[config.mk]
export PLATFORM = sky130hd
export DESIGN_NAME = instr_ctrl
export DESIGN_NICKNAME = d
export VERILOG_FILES = /design/src/rtl/instr_ctrl_pkg.sv /design/src/rtl/instr_ctrl_branch_lut.sv /design/src/rtl/instr_ctrl.sv
export SDC_FILE = /design/constraint.sdc
export NUM_CORES = 1
export LEC_CHECK = 0
export CAP_MARGIN = 20
export CORE_MARGIN = 5
export CORE_UTILIZATION = 44
export CTS_BUF_LIST = sky130_fd_sc_hd__clkbuf_8 sky130_fd_sc_hd__clkbuf_16
export CTS_CLUSTER_DIAMETER = 40
export CTS_CLUSTER_SIZE = 8
export DETAILED_ROUTE_END_ITERATION = 8
export PLACE_DENSITY = 0.77
export SETUP_SLACK_MARGIN = 0.2
export SLEW_MARGIN = 20
export SYNTH_ARGS = -nofsm -noshare
export SYNTH_HDL_FRONTEND = slang
export SYNTH_SLANG_ARGS = --single-unit
[constraint.sdc]
create_clock -name clk -period 2.4 [get_ports clk]
set_input_delay 0.36 -clock clk [delete_from_list [all_inputs] [get_ports clk]]
set_output_delay 0.36 -clock clk [all_outputs]
set_load 0.02 [all_outputs]
[src/rtl/instr_ctrl_pkg.sv]
// Shared opcode/state encodings, instruction field positions and decode helpers
// for the instr_ctrl multicycle instruction controller.
package instr_ctrl_pkg;

  typedef enum logic [3:0] {
    OP_HALT = 4'h0,
    OP_XOR  = 4'h1,
    OP_BNEZ = 4'h2,
    OP_ADD  = 4'h3,
    OP_LSH  = 4'h4,
    OP_RSH  = 4'h5,
    OP_MOVB = 4'h6,
    OP_NOP  = 4'h7,
    OP_PARI = 4'h8,
    OP_LDR  = 4'h9,
    OP_OR   = 4'hA,
    OP_SUB  = 4'hB,
    OP_STR  = 4'hC
  } opcode_e;

  typedef enum logic [2:0] {
    ST_IDLE,
    ST_FETCH,
    ST_DECODE,
    ST_EXEC,
    ST_WB,
    ST_HALTED
  } state_e;

  localparam int INSTR_W = 9;
  localparam int OP_MSB  = 8;
  localparam int OP_LSB  = 5;
  localparam int RA_MSB  = 4;
  localparam int RA_LSB  = 2;
  localparam int RB_MSB  = 1;
  localparam int RB_LSB  = 0;
  localparam int IDX_MSB = 4;

  function automatic logic [3:0] alu_cmd_of(input logic [3:0] op);
    case (op)
      OP_XOR, OP_BNEZ, OP_ADD, OP_LSH, OP_RSH,
      OP_MOVB, OP_PARI, OP_OR, OP_SUB: alu_cmd_of = op;
      OP_LDR, OP_STR:                  alu_cmd_of = OP_MOVB;
      default:                         alu_cmd_of = 4'h0;
    endcase
  endfunction

  function automatic logic writes_rf(input logic [3:0] op);
    case (op)
      OP_XOR, OP_ADD, OP_LSH, OP_RSH, OP_MOVB,
      OP_PARI, OP_OR, OP_SUB, OP_LDR: writes_rf = 1'b1;
      default:                        writes_rf = 1'b0;
    endcase
  endfunction

  // bnez reads R0 on port B so the ALU can test it.
  function automatic logic [2:0] rb_sel(input logic [INSTR_W-1:0] w);
    if (w[OP_MSB:OP_LSB] == OP_BNEZ) rb_sel = 3'd0;
    else                             rb_sel = {1'b0, w[RB_MSB:RB_LSB]};
  endfunction

endpackage

[src/rtl/instr_ctrl_branch_lut.sv]
// Constant branch-target table: entry i holds (13*i + 1) mod 2^PC_W, read combinationally.
module branch_lut #(
  parameter int PC_W   = 10,
  parameter int LUT_AW = 5
) (
  input  logic [LUT_AW-1:0] idx_i,
  output logic [PC_W-1:0]   target_o
);

  assign target_o = PC_W'(32'(idx_i) * 32'd13 + 32'd1);

endmodule

[src/rtl/instr_ctrl.sv]
// Four-cycle FETCH/DECODE/EXEC/WB instruction controller with branch LUT.
// Optional run-cycle counter enabled by defining CYCLE_CNT_EN.
module instr_ctrl
  import instr_ctrl_pkg::*;
#(
  parameter int PC_W   = 10,
  parameter int LUT_AW = 5
) (
  input  logic            clk,
  input  logic            reset,
  input  logic            start,
  input  logic [8:0]      instr,
  input  logic [7:0]      alu_rslt,
  output logic [PC_W-1:0] prog_ctr,
  output logic [3:0]      alu_cmd,
  output logic [2:0]      rf_raddr_a,
  output logic [2:0]      rf_raddr_b,
  output logic [2:0]      rf_waddr,
  output logic            rf_we,
  output logic            rf_wsel,
  output logic [7:0]      mem_addr,
  output logic            mem_we,
  output logic            done,
  output logic [15:0]     cycle_cnt
);

  state_e              state_q;
  logic [PC_W-1:0]     pc_q;
  logic [INSTR_W-1:0]  ir_q;
  logic [7:0]          rslt_q;
  logic [3:0]          alu_cmd_q;
  logic [2:0]          raddr_a_q, raddr_b_q, waddr_q;
  logic                rf_we_q, wsel_q, mem_we_q, done_q;

  logic [3:0]          op;
  logic [2:0]          ra;
  logic [LUT_AW-1:0]   lut_idx;
  logic [PC_W-1:0]     lut_target;

  assign op      = ir_q[OP_MSB:OP_LSB];
  assign ra      = ir_q[RA_MSB:RA_LSB];
  assign lut_idx = LUT_AW'(ir_q[IDX_MSB:0]);

  branch_lut #(.PC_W(PC_W), .LUT_AW(LUT_AW)) u_branch_lut (
    .idx_i    (lut_idx),
    .target_o (lut_target)
  );

  // All outputs are registered; per-cycle strobes default low every cycle.
  always_ff @(posedge clk or posedge reset) begin
    if (reset) begin
      state_q   <= ST_IDLE;
      pc_q      <= '0;
      ir_q      <= '0;
      rslt_q    <= '0;
      alu_cmd_q <= '0;
      raddr_a_q <= '0;
      raddr_b_q <= '0;
      waddr_q   <= '0;
      rf_we_q   <= 1'b0;
      wsel_q    <= 1'b0;
      mem_we_q  <= 1'b0;
      done_q    <= 1'b0;
    end else begin
      alu_cmd_q <= '0;
      raddr_a_q <= '0;
      raddr_b_q <= '0;
      waddr_q   <= '0;
      rf_we_q   <= 1'b0;
      wsel_q    <= 1'b0;
      mem_we_q  <= 1'b0;
      case (state_q)
        ST_IDLE, ST_HALTED: begin
          if (start) begin
            state_q <= ST_FETCH;
            pc_q    <= '0;
            done_q  <= 1'b0;
          end
        end
        ST_FETCH: begin
          ir_q      <= instr;
          raddr_a_q <= instr[RA_MSB:RA_LSB];
          raddr_b_q <= rb_sel(instr);
          state_q   <= ST_DECODE;
        end
        ST_DECODE: begin
          if (op == OP_HALT) begin
            state_q <= ST_HALTED;
            done_q  <= 1'b1;
          end else begin
            raddr_a_q <= ra;
            raddr_b_q <= rb_sel(ir_q);
            alu_cmd_q <= alu_cmd_of(op);
            state_q   <= ST_EXEC;
          end
        end
        ST_EXEC: begin
          rslt_q   <= alu_rslt;
          rf_we_q  <= writes_rf(op);
          wsel_q   <= (op == OP_LDR);
          mem_we_q <= (op == OP_STR);
          waddr_q  <= ra;
          state_q  <= ST_WB;
        end
        ST_WB: begin
          pc_q    <= (op == OP_BNEZ && rslt_q[0]) ? lut_target : pc_q + PC_W'(1);
          state_q <= ST_FETCH;
        end
        default: state_q <= ST_IDLE;
      endcase
    end
  end

  assign prog_ctr   = pc_q;
  assign alu_cmd    = alu_cmd_q;
  assign rf_raddr_a = raddr_a_q;
  assign rf_raddr_b = raddr_b_q;
  assign rf_waddr   = waddr_q;
  assign rf_we      = rf_we_q;
  assign rf_wsel    = wsel_q;
  assign mem_addr   = rslt_q;
  assign mem_we     = mem_we_q;
  assign done       = done_q;

`ifdef CYCLE_CNT_EN
  logic [15:0] cnt_q, cnt_d;

  // Counts edges into a run state; the halt's DECODE->HALTED edge is not one.
  always_comb begin
    cnt_d = cnt_q;
    if (state_q == ST_IDLE || state_q == ST_HALTED) begin
      if (start) cnt_d = '0;
    end else if (!(state_q == ST_DECODE && op == OP_HALT) && cnt_q != 16'hFFFF) begin
      cnt_d = cnt_q + 16'd1;
    end
  end

  always_ff @(posedge clk or posedge reset) begin
    if (reset) cnt_q <= '0;
    else       cnt_q <= cnt_d;
  end

  assign cycle_cnt = cnt_q;
`else
  assign cycle_cnt = '0;
`endif

endmodule
# Word-level counts from Yosys, hierarchy flattened
# Memories as Yosys holds them, arrays and structs flattened.
# Index checks and enable logic that the tools add are counted.
classes:
  reduce_logical: 10
  n_mux: 22
  n_eq_ne: 19
  n_mul: 1
  add_sub_neg: 2
op_table:
  columns: ["operator", "n"]
  rows:
  - ["4-bit equality test, second input constant", 5]
  - ["10-bit two-way mux", 2]
  - ["10-bit case mux with 2 select lines", 1]
  - ["3-bit case mux with 5 select lines", 1]
  - ["4-bit by 2-bit equality test with 1-bit output, second input constant", 3]
  - ["4-bit by 3-bit equality test with 1-bit output, second input constant", 3]
  - ["3-bit two-way mux", 4]
  - ["10-bit by 1-bit adder with 10-bit output, second input constant", 1]
  - ["9-bit by 1-bit adder with 10-bit output, second input constant", 1]
  - ["5-bit by 4-bit multiplier with 9-bit output, second input constant", 1]
  - ["9-bit OR reduction", 1]
  - ["4-bit two-way mux", 2]
  - ["4-bit case mux with 2 select lines", 1]
  - ["3-bit by 2-bit equality test with 1-bit output, second input constant", 2]
  - ["3-bit equality test, second input constant", 2]
  - ["2-bit two-way mux", 3]
  - ["3-bit case mux with 2 select lines", 1]
  - ["1-bit two-way mux", 5]
  - ["4-bit by 1-bit equality test with 1-bit output, second input constant", 1]
  - ["4-bit logical NOT", 1]
  - ["2-bit != test, second input constant", 2]
  - ["2-bit case mux with 2 select lines", 1]
  - ["2-bit nonzero test", 2]
  - ["2-bit OR reduction", 2]
  - ["other kinds (6)", 6]
word_totals:
  n_memories: 1
  reg_bits: 47
  mem_bits_ro: 16
  out_inout_bits: 51
  word_cells: 67
  input_bits: 20
memory_table:
  columns: ["name", "words", "width", "read_ports", "rd_ports_with_merged_regs", "write_ports", "line_no", "text"]
  rows:
  - ["(no name shown)", 16, 1, 1, 0, 0, "instr_ctrl_pkg.sv:49", "case (op)"]

# Logic depth before layout (Yosys ltp)
depth:
  word_depth: 5
  mapped_depth: 10
  depth_no_buf: 10

# Cells and area by module
# A second synthesis with hierarchy kept.
hier_totals:
  hier_cells: 268
  hier_area_um2: 2673.8
by_module_without_submodules:
  columns: ["mod", "n_inst", "seq_area_each_um2", "area_per_inst_um2", "cells_per_inst"]
  rows:
  - ["instr_ctrl", 1, 1151.1, 2308.5, 228]
  - ["branch_lut", 1, 0.0, 365.4, 40]

# Least setup slack after synthesis
# No wires, ideal clock.
synth_timing:
  path_type: "register to register"
  from: "reg ir_q[0]"
  to: "reg pc_q[8] (netlist: prog_ctr[8])"
  required_ps: 2274
  synth_period_minus_slack_ps: 2417
  slack_ps: -17
  setup_time_ps: 126
  stages_incl_launch_ff: 9
  n_path_buf: 0
  t_arrival_ps: 2291
  cell_sequence: "dfrtp_1 > ha_1 > ha_1 > ha_1 > a31o_1 > a21o_1 > a21oi_1 > o21ai_0 > a221o_1"
synth_via:
  elab_chain_cells: 4
synth_lines:
  columns: ["element", "line_no", "text"]
  rows:
  - ["from (decl)", "instr_ctrl.sv:29", "logic [INSTR_W-1:0] ir_q;"]
  - ["from (signal assigned)", "instr_ctrl.sv:81", "ir_q <= instr;"]
  - ["5-bit by 4-bit multiplier with 9-bit output", "instr_ctrl_branch_lut.sv:10", "assign target_o = PC_W'(32'(idx_i) * 32'd13 + 32'd1);"]
  - ["9-bit by 1-bit adder with 10-bit output", "instr_ctrl_branch_lut.sv:10", null]
  - ["10-bit two-way mux", "instr_ctrl.sv:106", "pc_q <= (op == OP_BNEZ && rslt_q[0]) ? lut_target : pc_q + PC_W'(1);"]
  - ["10-bit case mux with 2 select lines", "instr_ctrl.sv:72", "case (state_q)"]
  - ["to (signal assigned)", "instr_ctrl.sv:106", null]
  - ["to (decl)", "instr_ctrl.sv:28", "logic [PC_W-1:0] pc_q;"]
# No other way between the ends.
# A chain may end at the register's enable or synchronous reset.

# Worst setup path after layout
layout_timing:
  from: "reg ir_q[2]"
  to: "reg pc_q[9] (netlist: prog_ctr[9])"
# The elaborated chain is that of the path after synthesis.

==> flow_summary_export.csv <==
group,metric,value,unit
run_status,outcome,"complete, no violations",
place,dp_hpwl,4531,um
clock_network,cts_tree,"yes",
critical_path,start_kind,"flip-flop",
critical_path,r2r_setup_slack,0.04,ns
run,drv_cap,0,
route,avgViaCountPerCell,5.241,
power,seq_power_share,0.235,
synthesis,synth_area_leaders,"dfrtp_1 (44%), ha_1 (7.6%), buf_4 (5.4%), mux2_1 (3.4%), nand2_1 (3.4%)",
synthesis,yosysSeqAreaShare,0.4381,
sta,min_period_over_period,0.9821,
power,ir_drop,1.577,mV
route,route.detailed.drc,0,
floorplanning,row_count,28,
global_route,grt_max_degree,18,
floorplanning,num_io_pins,71,
synthesis,ys_ff_latch,46,
clock_network,clock_latency,0.32,ns
sta,setup_viol,0,
clock_network,numCtsBuffers,5,
final_layout,drive_gt1_frac,0.2167,
place,placed_cell_area,3274,um^2
sta,max_slew.worst_pin.slew,0.6021,ns
power,power,5.709,mW
critical_path,path_delay_family,"adder cells",
route,totalWireLength,6423,um
worst_hold_path,hold_class,"input pin to async pin",
critical_path,path_max_fanout,4,
final_layout,nFillCells,488,
synthesis,synth_common_cells,"dfrtp_1 (46), nand2_1 (24), buf_4 (19)",
critical_path,endpoint_kind,"flip-flop",
floorplanning,core,5851,um^2
final_layout,fin_nets,359,
global_route,grt_pass1_wl,10050,um
place,io_buffer_count,53,
sta,fin_worst_skew,0.005630,ns
floorplanning,die_area,7617,um^2
critical_path,crit_buf_inv,0,
final_layout,n_antenna_cell,0,
global_route,antenna_found_initial,0,
synthesis,synth_area,2628,um^2
clock_network,cts_buffer_depth,2,
final_layout,fin_area,3572,um^2
critical_path,cp_common_cell,"ha_4",
power,internal_power,3.224,mW
clock_network,htree_levels,2,
route,final_antenna_net_count,0,
sta,rsz0062_at_grt,"true",
synthesis,synthCells,255,
critical_path,arrival,2.56,ns
floorplanning,dieWidth,87.28,um
synthesis,synth_cell_types,56,
clock_network,clk_pin_slew,0.09,ns
power,swShare,0.4352,
floorplanning,die_y,87.28,um
sta,slew_headroom,0.5986,
sta,layout_min_cycle_time,2.357,ns
place,gp_congestion,0.8180,
global_route,grt_usage,0.1687,
global_route,grt_overflow,0,
power,p_sw,2.484,mW
sta,max_freq,424.2,MHz
sta,final.setup.tns,0,ns
route,dr_total_vias,2086,
clock_network,cts-root-buf,"clkbuf_8",
power,power.share.clock,0.093,
final_layout,syn_to_final_growth,35.95,%
sta,drv_slew,0,
route,wl_per_cell,16.14,um
sta,hold_ws,0.3231,ns
critical_path,path_cells,"ha_4 -> fa_2 -> ha_4 -> nand3_4 -> nor2_4 -> o211ai_1 -> a21oi_1 -> a311o_1",
power,comb_power_share,0.672,
power,leakage,1.514,nW
synthesis,synth_largest_area_cell,"dfrtp_1",
critical_path,slowest_stage,"fa_2",
final_layout,utilization,0.6106,
floorplanning,start_util,0.4491,
power,power_density,1598,nW/um^2
synthesis,avgSynthCellArea,10.30,um^2
synthesis,synth_warnings,0,
critical_path,max_stage_delay,0.54,ns
critical_path,worstSetupPathType,"flip-flop to flip-flop",
route,drt-initial-drc-count,107,
critical_path,required,2.61,ns
clock_network,cts.sinks,46,
synthesis,synth_edf_count,0,
global_route,grt_pass1_vias,2029,
sta,finalHoldViolations,0,
clock_network,hold_buffers,0,
synthesis,ys.flop_type,"dfrtp_1",
synthesis,synth-async-reset-ratio,1.000,
route,drt_first_pass_iters,4,
synthesis,synth_top_area_share,0.4381,
synthesis,yosysMostFrequentCell,"dfrtp_1",
==> worst paths after layout <==
kind / startpoint / end / cells after the start
hold / removal: reset / alu_cmd[2] / 2
setup / recovery: ir_q[2] / prog_ctr[9] / 8
min in group clk: mem_addr[6] / mem_addr[6] / 1
max in group asynchronous: reset / prog_ctr[9] / 3
setup reg to reg: ir_q[2] / prog_ctr[9] / 8
hold reg to reg: mem_addr[6] / mem_addr[6] / 1
==> per-stage QoR <==
stage	cells	worst slack [ns]
floorplan	271	0.1568
detailed placement	379	-0.007060
global placement	379	0.07011
CTS	393	0.08113
finish	398	0.04286
global route	398	-0.01336
==> registers in the layout (all words and copies together), names as in the netlist <==
signal / cells
prog_ctr: 10
ir_q: 9
mem_addr: 8
alu_cmd: 4
rf_raddr_a: 3
rf_waddr: 3
state_q: 3
rf_raddr_b: 2
done: 1
mem_we: 1
rf_we: 1
rf_wsel: 1
==> kinds of logic (layout without fill, tap and decap cells) <==
| kind of cell | after synthesis | count (layout) | synth area share |
|---|---|---|---|
| compound gates | 60 | 60 | 0.1629 |
| xor+xnor | 5 | 5 | 0.01667 |
| fa+ha+maj | 17 | 17 | 0.08381 |
| buf+inv | 36 | 88 | 0.08048 |
| flops | 46 | 46 | 0.4381 |
| mux | 15 | 15 | 0.06381 |
| other cells | 1 | 17 | 0.001427 |
| simple gates | 75 | 75 | 0.1529 |
==> what timing repair did <==
| item | in CTS | in global routing |
|---|---|---|
| resized for setup | 2 | 17 |
| endpoints found under the setup margin | 4 | 5 |
| pin swaps | 10 | 12 |
| buffers inserted | 6 | 5 |
| gates cloned | 0 | 0 |
==> layout by cell type (no fill, tap or decap), drive strengths merged, types with 6 or more instances in the layout <==
cell type	n
o21ai	17
mux2	14
clkdlybuf4s50	53
dfrtp	46
nand2	25
ha	16
nor2	17
conb	17
buf	17
clkbuf	6
inv	10
a21oi	12
nand3	7
==> layer usage <==
| layer | global-route usage | part of all wire | wire (um) |
|---|---|---|---|
| met1 | 0.2183 | 0.43 | 2734 |
| met2 | 0.2822 | 0.51 | 3287 |
| met3 | 0.03784 | 0.046 | 297 |
| met4 | 0.04881 | 0.016 | 104 |
| met5 | 0 | 0 | 0 |
==> power by group through the flow <==
stage | Sequential [mW] | Clock [mW] | Combinational (mW)
after global placement | 1.33 | 0 | 3.01
after detailed placement | 1.35 | 0 | 3.08
after global routing | 1.39 | 0.574 | 4.10
after floorplan | 1.44 | 0 | 2.14
final | 1.34 | 0.532 | 3.84
after CTS | 1.32 | 0.537 | 3.28
==> final cells by class <==
class | instances | area, um^2 | share of cell area
Multi-Input combinational cell | 189 | 1523 | 0.4263
Sequential cell | 46 | 1155 | 0.3233
Timing Repair Buffer | 70 | 661.9 | 0.1853
Tap cell | 75 | 93.84 | 0.02627
Clock buffer | 6 | 82.58 | 0.02312
Inverter | 10 | 40.04 | 0.01121
Clock inverter | 2 | 16.27 | 0.004553
(Power assumes the default switching activity.)
